**config.mk**
```make
export PLATFORM = sky130hd
export DESIGN_NAME = mm2s_packet_router
export DESIGN_NICKNAME = d
export VERILOG_FILES = /design/src/rtl/mm2s_packet_router.sv
export SDC_FILE = /design/constraint.sdc
export NUM_CORES = 1
export LEC_CHECK = 0
export BUFFER_PORTS_ARGS = -buffer_cell sky130_fd_sc_hd__buf_2
export CAP_MARGIN = 20
export CORE_MARGIN = 2
export CORE_UTILIZATION = 41
export CTS_BUF_LIST = sky130_fd_sc_hd__clkbuf_16
export DETAILED_ROUTE_END_ITERATION = 8
export HOLD_SLACK_MARGIN = 0.06
export PLACE_DENSITY = 0.76
export SETUP_SLACK_MARGIN = 0.3
export SLEW_MARGIN = 25
export SYNTH_ARGS = -nofsm -noshare
export SYNTH_HDL_FRONTEND = slang
export SYNTH_SLANG_ARGS = --single-unit
```
**constraint.sdc**
```tcl
create_clock -name clk_in -period 1.8 [get_ports clk_in]
set_input_delay 0.36 -clock clk_in [delete_from_list [all_inputs] [get_ports clk_in]]
set_output_delay 0.36 -clock clk_in [all_outputs]
set_load 0.05 [all_outputs]
```
**src/rtl/mm2s_packet_router.sv**
```systemverilog
// Steers one MM2S AXI stream to per-accelerator FIFOs by TDEST, latching the route per packet.
// Packets for disabled/out-of-range channels and tails beyond MAX_BEATS are drained and counted.
module mm2s_packet_router #(
   parameter int AXIS_DATA_WIDTH = 32,
   parameter int FIFO_DATA_WIDTH = 32,
   parameter int AXIS_KEEP_WIDTH = AXIS_DATA_WIDTH / 8,
   parameter int AXIS_DEST_WIDTH = 4,
   parameter int NUM_CHANNELS    = 2,
   parameter int MAX_BEATS       = 1024,
   parameter int CNT_WIDTH       = 16
) (
   input  logic                                    clk_in,
   input  logic                                    rst_n_in,
   input  logic [AXIS_DATA_WIDTH-1:0]              SRC_AXIS_tdata_in,
   input  logic [AXIS_DEST_WIDTH-1:0]              SRC_AXIS_tdest_in,
   input  logic [AXIS_KEEP_WIDTH-1:0]              SRC_AXIS_tkeep_in,
   input  logic                                    SRC_AXIS_tlast_in,
   input  logic                                    SRC_AXIS_tuser_in,
   input  logic                                    SRC_AXIS_tvalid_in,
   output logic                                    SRC_AXIS_tready_out,
   input  logic [NUM_CHANNELS-1:0]                 channel_en_in,
   output logic [NUM_CHANNELS*FIFO_DATA_WIDTH-1:0] fifo_data_out,
   output logic [NUM_CHANNELS-1:0]                 fifo_w_stb_out,
   output logic [NUM_CHANNELS-1:0]                 fifo_last_out,
   input  logic [NUM_CHANNELS-1:0]                 fifo_not_full_in,
   output logic [CNT_WIDTH-1:0]                    drop_count_out,
   output logic [CNT_WIDTH-1:0]                    trunc_count_out,
   output logic                                    busy_out
);

   localparam int CH_W      = (NUM_CHANNELS > 1) ? $clog2(NUM_CHANNELS) : 1;
   localparam int BC_W      = (MAX_BEATS > 2) ? $clog2(MAX_BEATS) : 1;
   localparam int DEST_SPAN = 2 ** AXIS_DEST_WIDTH;
   localparam logic [BC_W-1:0] LAST_BEAT = BC_W'(MAX_BEATS - 1);

   typedef enum logic [1:0] {
      IDLE  = 2'd0,
      ROUTE = 2'd1,
      DROP  = 2'd2
   } state_t;

   state_t               state_q, state_d;
   logic [CH_W-1:0]      cur_ch_q, cur_ch_d;
   logic [BC_W-1:0]      beat_cnt_q, beat_cnt_d;
   logic                 drop_flag_q, drop_flag_d;
   logic [CNT_WIDTH-1:0] drop_cnt_q, drop_cnt_d;
   logic [CNT_WIDTH-1:0] trunc_cnt_q, trunc_cnt_d;

   logic [DEST_SPAN-1:0] en_ext;
   logic                 dest_ok;
   logic                 at_limit;
   logic                 tready;
   logic                 accept;

   // tkeep/tuser are carried on the bus but never interpreted.
   logic unused_inputs;
   assign unused_inputs = ^{SRC_AXIS_tkeep_in, SRC_AXIS_tuser_in};

   function automatic logic [CNT_WIDTH-1:0] sat_inc(input logic [CNT_WIDTH-1:0] v);
      return (&v) ? v : v + 1'b1;
   endfunction

   always_ff @(posedge clk_in or negedge rst_n_in) begin
      if (!rst_n_in) begin
         state_q     <= IDLE;
         cur_ch_q    <= '0;
         beat_cnt_q  <= '0;
         drop_flag_q <= 1'b0;
         drop_cnt_q  <= '0;
         trunc_cnt_q <= '0;
      end else begin
         state_q     <= state_d;
         cur_ch_q    <= cur_ch_d;
         beat_cnt_q  <= beat_cnt_d;
         drop_flag_q <= drop_flag_d;
         drop_cnt_q  <= drop_cnt_d;
         trunc_cnt_q <= trunc_cnt_d;
      end
   end

   always_comb begin
      state_d        = state_q;
      cur_ch_d       = cur_ch_q;
      beat_cnt_d     = beat_cnt_q;
      drop_flag_d    = drop_flag_q;
      drop_cnt_d     = drop_cnt_q;
      trunc_cnt_d    = trunc_cnt_q;
      tready         = 1'b0;
      accept         = 1'b0;
      fifo_w_stb_out = '0;
      fifo_last_out  = '0;

      // Zero-extended enable map: out-of-range destinations read back as disabled.
      en_ext                   = '0;
      en_ext[NUM_CHANNELS-1:0] = channel_en_in;
      dest_ok                  = en_ext[SRC_AXIS_tdest_in];
      at_limit                 = (beat_cnt_q == LAST_BEAT);

      case (state_q)
         IDLE: begin
            if (SRC_AXIS_tvalid_in) begin
               cur_ch_d   = SRC_AXIS_tdest_in[CH_W-1:0];
               beat_cnt_d = '0;
               if (dest_ok) begin
                  state_d     = ROUTE;
                  drop_flag_d = 1'b0;
               end else begin
                  state_d     = DROP;
                  drop_flag_d = 1'b1;
               end
            end
         end
         ROUTE: begin
            tready = fifo_not_full_in[cur_ch_q];
            accept = SRC_AXIS_tvalid_in & tready;
            if (accept) begin
               fifo_w_stb_out[cur_ch_q] = 1'b1;
               fifo_last_out[cur_ch_q]  = SRC_AXIS_tlast_in | at_limit;
               if (SRC_AXIS_tlast_in) begin
                  state_d = IDLE;
               end else if (at_limit) begin
                  // Overlength: the forwarded beat closed the FIFO packet, drain the rest.
                  state_d     = DROP;
                  drop_flag_d = 1'b0;
                  trunc_cnt_d = sat_inc(trunc_cnt_q);
               end else begin
                  beat_cnt_d = beat_cnt_q + 1'b1;
               end
            end
         end
         DROP: begin
            tready = 1'b1;
            accept = SRC_AXIS_tvalid_in;
            if (accept && SRC_AXIS_tlast_in) begin
               state_d = IDLE;
               if (drop_flag_q) drop_cnt_d = sat_inc(drop_cnt_q);
            end
         end
         default: state_d = IDLE;
      endcase
   end

   assign SRC_AXIS_tready_out = tready;
   assign fifo_data_out       = {NUM_CHANNELS{SRC_AXIS_tdata_in}};
   assign drop_count_out      = drop_cnt_q;
   assign trunc_count_out     = trunc_cnt_q;
   assign busy_out            = (state_q != IDLE);

endmodule

```
=== After elaboration in Yosys (flattened, before gate mapping) ===
Index checks and enable logic that the tools add are counted.

* $add $sub $neg: 3
* Multiplexer cells: 29
* Bitwise gates (word level): 6
* Magnitude comparators: 3
* Reductions and logical operators: 13
* Equality and inequality tests: 10

{| class="wikitable"
|+ Operator list
! kind !! number
|-
| 10-bit two-way mux || 4
|-
| 16-bit by 1-bit adder with 16-bit output, second input constant || 2
|-
| 16-bit AND reduction || 2
|-
| 2-bit two-way mux || 10
|-
| 10-bit case mux with 2 select lines || 1
|-
| 5-bit AND reduction || 3
|-
| 2-bit inequality test, second input constant || 6
|-
| 10-bit by 1-bit adder with 10-bit output, second input constant || 1
|-
| 10-bit == test, second input constant || 1
|-
| 1-bit two-way mux || 9
|-
| 4-bit AND reduction || 2
|-
| 2-bit case mux with 3 select lines || 1
|-
| 4-bit by 5-bit less-than comparator with 1-bit output, second input constant || 1
|-
| 1-bit binary-select mux with 4-bit select || 1
|-
| 1-bit case mux with 2 select lines || 2
|-
| 2-bit nonzero test || 2
|-
| 3-bit inequality test, second input constant || 1
|-
| 1-bit NOT || 3
|-
| 2-bit AND || 1
|-
| 2-bit by 1-bit == test with 1-bit output, second input constant || 1
|-
| 2-bit == test, second input constant || 1
|-
| 1-bit logical AND || 2
|-
| 2-bit logical NOT || 1
|-
| 1-bit by 2-bit less-than comparator with 1-bit output, second input constant || 1
|-
| 5 further kinds || 5
|}

* Register bits: 46
* Output and inout port bits: 102
* Word-level logic and storage cells: 70

=== Depth between registers and ports, before layout ===
Gate-level depths: netlist of the first run.

* Depth in word-level cells: 7
* Gate-level depth with buffers: 8

=== Worst setup path before layout of the first run ===
No wires, ideal clock.

* Path kind: register to output
* From: reg state_q[1]
* To: out fifo_last_out[0]
* Buffers on the path: 0
* Path slack: -1362 ps
* Cell stages (with the launch flop): 6
* Data arrival time: 2802 ps
* Cells stage by stage: dfrtp_1 -> inv_1 -> ha_1 -> nand2_1 -> nor3b_1 -> nor2b_1

* Cells in the longest elaborated chain, start to end: 2

{| class="wikitable"
|+ Ends and longest elaborated chain
! what !! line !! source
|-
| start, declared || 42 || <nowiki>state_t state_q, state_d;</nowiki>
|-
| start signal, assigned || 72 || <nowiki>state_q <= state_d;</nowiki>
|-
| 2-bit by 1-bit == test with 1-bit output || 99 || <nowiki>case (state_q)</nowiki>
|-
| 2-bit two-way mux || 99 ||
|-
| end, declared || 24 || <nowiki>output logic [NUM_CHANNELS-1:0] fifo_last_out,</nowiki>
|}

No other way between the ends.

=== Final worst setup path of the first run ===
* From: reg beat_cnt_q[1]
* To: reg beat_cnt_q[9]

* Cells in the longest elaborated chain, start to end: 5
* Elaborated cells between the ends (all ways): 8
* Those cells by class: add/sub (1); eq/ne (2); mux (4); reduce/logical (1)

{| class="wikitable"
|+ Ends and longest elaborated chain
! what !! line !! source
|-
| start, declared || 44 || <nowiki>logic [BC_W-1:0] beat_cnt_q, beat_cnt_d;</nowiki>
|-
| start signal, assigned || 74 || <nowiki>beat_cnt_q <= beat_cnt_d;</nowiki>
|-
| 10-bit by 1-bit adder with 10-bit output || 127 || <nowiki>beat_cnt_d = beat_cnt_q + 1'b1;</nowiki>
|-
| 10-bit two-way mux || 121 || <nowiki>end else if (at_limit) begin</nowiki>
|-
| 10-bit two-way mux || 119 || <nowiki>if (SRC_AXIS_tlast_in) begin</nowiki>
|-
| 10-bit two-way mux || 116 || <nowiki>if (accept) begin</nowiki>
|-
| 10-bit case mux with 2 select lines || 99 ||
|}

Parallel ways exist; a longest one is shown, timed or not. The select of a mux whose other input is x is not followed.
A chain may end at the register's enable or synchronous reset.

==> flow_summary.toml, run 1 <==
[run_status]
status = "finished, violations left"
violations = "setup timing"

[layout]
final_nets = 407
drive_gt1_share_pct = 62.6
layout_commonest_cell = "buf_4"
final_cell_mix = "buf_4, buf_2, dfrtp_2, nand2_1, dfrtp_1"
areaGrowthSynthToFinish_pct = 38.3
finalInstanceArea_sq_um = 4020
diodes = 0

[logic_synthesis]
yosysUniqueCellTypes = 48
synth_top_cell_area_share_pct = 39.6
synth_area_leader_cell = "dfrtp_1"
yosysSeqAreaShare_pct = 39.6
ys_ff_latch = 46
async_flop_share_pct = 100
syn-cell-area_sq_um = 2910
yosys_warnings = 0
syn_nets = 356
synthTopCellsByArea = "dfrtp_1, buf_4, xnor2_1"
synth_edf_count = 0
syn_inst = 301
avgSynthCellArea_sq_um = 9.66
synth_flop_cell = "dfrtp_1"

[clock_network]
clockBufferDepth = 2
clkSinkCount = 46
clkLatencyLatePin_ps = 290
clk_pin_slew_ps = 70
cts_buffers = 5
htreeDepth = 2
cts_tree = "built"
cts-root-buf = "clkbuf_16"

[critical_path]
critPathKind = "reg2reg"
r2r_end = "beat_cnt_q[9]"
rrSetupSlack_ps = -160
cp.arrival_ps = 2180
crit_path_end_kind = "flop"
path_cells = "buf_4, buf_4, nand3_4, or2_4, or3_4, or4b_1, nand3_1"
ff2ff_path_depth = 7
crit_required_ps = 2020
worstSetupStartpointType = "flop"
slowest_delay_ps = 500
endpoint = "beat_cnt_q[9]"
slowest_stage = "or4b_1"
crit_top_cell = "buf_4"
worstPathMaxFanout = 4
cp-startpoint = "beat_cnt_q[1]"
r2r_start = "beat_cnt_q[1]"

[grt]
grt_pass1_wl_mm = 11.6
grt_max_degree = 47
antenna_found_initial = 0
grt_overflow = 0
globalRouteTotalUtil_pct = 18.6
grt_pass1_vias = 2428

[die]
io_pins = 151
coreArea_sq_um = 6830
rows = 30
start_util_pct = 42.6
die_w_microns = 88.2
die_area_sq_um = 7780
die_h_microns = 88.2

[power]
finalPower_mw = 3.45
powerDensity_nw_per_um2 = 857
leakagePower_nw = 1.84
ir_drop_v = 0.000404

[detailed_routing]
ant_nets = 0
post_drt_wl_per_cell_microns = 16.2
viasPerCell = 5.38
drtIter0Drc = 154
firstDrtPassIters = 4
route.vias.total = 2414
wl_mm = 7.28
drcViolationCount = 0

[worst_hold_path]
hold_start = "SRC_AXIS_tdest_in[0]"
hold_depth = 2
hold_class = "in2reg"

[sta]
max_freq_mhz = 510
tightestPinTransition_ps = 504
holdWs_ps = 339
setup_viol = 29
setup_ws_ps = -161
finalCritPeriodShare_pct = 109
slew_headroom_pct = 66.1
finalCriticalPeriod_ps = 1960
rsz0062_at_grt = "true"
clock_skew_ps = 6.66
hold_viol_final = 0
final-max-slew-violation-count = 0

[place]
placed_area_sq_um = 3240
gp_congestion = 0.913
hpwl_mm = 4.33
io_buffers = 49
dpl_worst_slack_ps = -13.9

[flow_run]
maxCapViolCount = 0
## power by group
| group | switching, mW | leakage [nW] | total, mW | internal (mW) |
|---|---|---|---|---|
| logic | 0.715 | 1.18 | 1.33 | 0.619 |
| registers | 0.0848 | 0.588 | 1.21 | 1.13 |
| clock network | 0.394 | 0.0672 | 0.901 | 0.508 |
| total | 1.19 | 1.84 | 3.45 | 2.25 |
## worst max-delay path, delay by kind of cell, from the launching register on
family / cells / cell delay, ps
buf+inv: 2 / 230
flops: 1 / 370
simple gates: 5 / 1300
## registers in the layout, summed over array words and instances (netlist names)
name	flops
state_q	2
beat_cnt_q	10
cur_ch_q	1
drop_flag_q	1
drop_count_out	16
trunc_count_out	16
## worst min path at each step
stage                        endpoint  slack, ps
floorplan               beat_cnt_q[0]         60
global placement    drop_count_out[6]        360
detailed placement  drop_count_out[6]        360
CTS                 drop_count_out[6]         70
global route                 cur_ch_q        340
finish                       cur_ch_q        340
## kinds of logic (layout without fill, tap and decap cells)
| logic type | count (synthesis) | count (layout) | synth area share [%] |
|---|---|---|---|
| AOI/OAI and AO/OA | 28 | 29 | 7.32 |
| xor gates and xnor gates | 25 | 25 | 7.53 |
| adders and majority gates | 6 | 6 | 2.58 |
| buffers and inverters | 73 | 124 | 17.9 |
| DFF | 46 | 46 | 39.6 |
| muxes | 7 | 7 | 2.62 |
| and+or+nand+nor | 116 | 116 | 22.4 |
## synth_stat cells, types with 3 or more instances
| library cell | count |
|---|---|
| xor2_1 | 5 |
| xnor2_1 | 20 |
| buf_2 | 3 |
| dfrtp_1 | 46 |
| nor2_1 | 13 |
| nand3_1 | 15 |
| buf_4 | 65 |
| and3_1 | 6 |
| ha_1 | 6 |
| a21oi_1 | 3 |
| nand4_1 | 18 |
| and4_1 | 5 |
| nand2_1 | 28 |
| o211ai_1 | 5 |
| inv_1 | 4 |
| mux2_2 | 5 |
| nor4_1 | 3 |
| nor3_1 | 7 |
## metrics by stage
step | util (%) | setup TNS, ps | std cells
after floorplan | - | -359 | 301
after global placement | 47.5 | 0 | 410
after detailed placement | 47.5 | -13.9 | 410
after CTS | 55.8 | -477 | 440
after global routing | 58.8 | -4560 | 449
final | 58.8 | -1560 | 449
## routing by layer
layer / routed length, microns / vias up / global-route usage (%)
li1: - / 1112 / -
met1: 2860 / 1207 / 22.4
met2: 3870 / 73 / 31.3
met3: 415 / 22 / 5.22
met4: 138 / 0 / 8.13
met5: 0 / - / 0
## timing repair
action                     4_1_cts  5_1_grt
gates resized for setup         62       27
hold buffers                     0        1
pin swaps                       26       21
hold endpoints to repair         0        3
cloned                           2        0
buffers inserted                20        8
setup endpoints to repair       51       51
## final cells by class
type / instances / area, sq um
clock buffers: 5 / 125
clock inverters: 3 / 16.3
fillers: 556 / 2810
inverters: 4 / 18.8
multi-input cells: 183 / 1710
flip-flops and latches: 46 / 1180
well taps: 96 / 120
repair buffers: 112 / 846
Power figures use the tool's default switching activity.
==> inputs of run 2 (changes only) <==
--- a/config.mk
+++ b/config.mk
@@ -5,11 +5,11 @@
 export SDC_FILE = /design/constraint.sdc
 export NUM_CORES = 1
 export LEC_CHECK = 0
+export ABC_AREA = 0
 export BUFFER_PORTS_ARGS = -buffer_cell sky130_fd_sc_hd__buf_2
 export CAP_MARGIN = 20
 export CORE_MARGIN = 2
 export CORE_UTILIZATION = 41
-export CTS_BUF_LIST = sky130_fd_sc_hd__clkbuf_16
 export DETAILED_ROUTE_END_ITERATION = 8
 export HOLD_SLACK_MARGIN = 0.06
 export PLACE_DENSITY = 0.76
==> run 2 against run 1 <==
The run still ends with setup timing left. Clock power fell by 26%. Sequential cell count stayed put. First-iteration DRC count grew 6.5%. Clock skew shrank 4.3 ps. Global-route usage down 0.70 points. Die area unchanged. Worst setup slack lost 34 ps. Largest power group unchanged. Via count increased by 0.75%. Register-to-register slack got worse by 30 ps.
==> flow_summary.toml, run 2 (synthesis results as in run 1) <==
[run_status]
status = "finished, violations left"
violations = "setup timing"

[sta]
finalCriticalPeriod_ps = 1990
tightestPinTransition_ps = 493
max_freq_mhz = 501
setup_viol = 34
slew_headroom_pct = 66.8
setup_ws_ps = -194
hold_viol_final = 0
clock_skew_ps = 2.36
rsz0062_at_grt = "true"
final-max-slew-violation-count = 0
finalCritPeriodShare_pct = 111

[grt]
grt_pass1_vias = 2352
antenna_found_initial = 0
grt_pass1_wl_mm = 11.2
globalRouteTotalUtil_pct = 17.9
grt_overflow = 0
grt_max_degree = 47

[layout]
final_cell_count_no_fill = 451
final_nets = 409
layout_commonest_cell = "buf_2"
diodes = 0
n_fill_cell = 546
final_cell_mix = "buf_2, buf_4, dfrtp_2, buf_6, nand2_1"
drive_gt1_share_pct = 63.7
areaGrowthSynthToFinish_pct = 39.3

[critical_path]
critPathKind = "reg2out"
crit_required_ps = 1440
crit_path_end_kind = "primary output"
worstPathMaxFanout = 2
cp.arrival_ps = 1630
worstSetupStartpointType = "flop"

[die]
die_h_microns = 88.2
die_w_microns = 88.2
rows = 30
start_util_pct = 42.6
io_pins = 151
coreArea_sq_um = 6830
die_area_sq_um = 7780

[place]
gp_congestion = 0.913
dpl_worst_slack_ps = -13.9
hpwl_mm = 4.33
placed_cells = 410
io_buffers = 49

[detailed_routing]
post_drt_wl_per_cell_microns = 15.9
drcViolationCount = 0
viasPerCell = 5.39
ant_nets = 0
drtIter0Drc = 164
wl_mm = 7.18
firstDrtPassIters = 4
route.vias.total = 2432

[clock_network]
cts_tree = "built"
htreeDepth = 2
clkLatencyLatePin_ps = 290
clkSinkCount = 46
clk_pin_slew_ps = 90
clockBufferDepth = 2
cts_buffers = 5
cts-root-buf = "clkbuf_8"

[power]
powerDensity_nw_per_um2 = 794
ir_drop_v = 0.000404
leakagePower_nw = 1.88

[flow_run]
maxCapViolCount = 0

[worst_hold_path]
hold_class = "in2reg"
run 2: routing by layer:
metal | track usage (%) | wire (microns)
met1 | 22.7 | 2830
met2 | 30.0 | 3780
met3 | 3.82 | 426
met4 | 7.16 | 146
met5 | 0 | 0
run 2: report_power, final:
part           switching (mW)  internal, mW  leakage (nW)
Clock                   0.358         0.309        0.0472
Sequential             0.0842          1.12         0.588
Combinational           0.719         0.623          1.24
run 2: final cells by class:
cell class                      count  area [sq um]  share of cell area, %
Clock inverter                      2          12.5                  0.309
Inverter                            4          18.8                  0.463
Clock buffer                        6          82.6                   2.04
Tap cell                           96           120                   2.96
Timing Repair Buffer              114           887                   21.9
Sequential cell                    46          1180                   29.2
Multi-Input combinational cell    183          1750                   43.1
run 2: worst paths after layout:
check                                     start            endpoint  slack (ps)  depth (start not counted)
max                               beat_cnt_q[0]    fifo_last_out[1]        -190                          6
min                        SRC_AXIS_tdest_in[0]            cur_ch_q         320                          2
max reg2reg                       beat_cnt_q[1]       beat_cnt_q[9]        -190                          8
min reg2reg                  drop_count_out[12]  drop_count_out[12]         480                          1
max in group asynchronous              rst_n_in   drop_count_out[9]         970                          3
min in group asynchronous              rst_n_in   drop_count_out[6]         570                          3
run 2: critical path: stages (launching register included):
cell,delay [ps]
dfrtp_1,380
ha_2,200
and3_4,190
and4_4,240
nor2_4,50
nor3_4,110
buf_6,180
run 2: timing repair:
item | CTS | global route
hold buffers | 1 | 0
hold endpoints to repair | 46 | 0
gates cloned | 2 | 0
resized for setup | 61 | 42
endpoints found under the setup margin | 51 | 51
setup buffers | 20 | 10
pin swaps | 26 | 29
run 2: stage by stage:
step / setup TNS [ps] / hold WS, ps / total power [mW] / instance area [sq um] / utilization [%]
final: -2430 / 324 / 3.22 / 4050 / 59.3
after global routing: -6200 / 329 / 3.37 / 4050 / 59.3
after CTS: -556 / 326 / 3.15 / 3770 / 55.2
after detailed placement: -13.9 / 364 / 2.18 / 3240 / 47.5
after global placement: 0 / 363 / 2.15 / 3240 / 47.5
after floorplan: -359 / 64.4 / 2.27 / 3140 / -
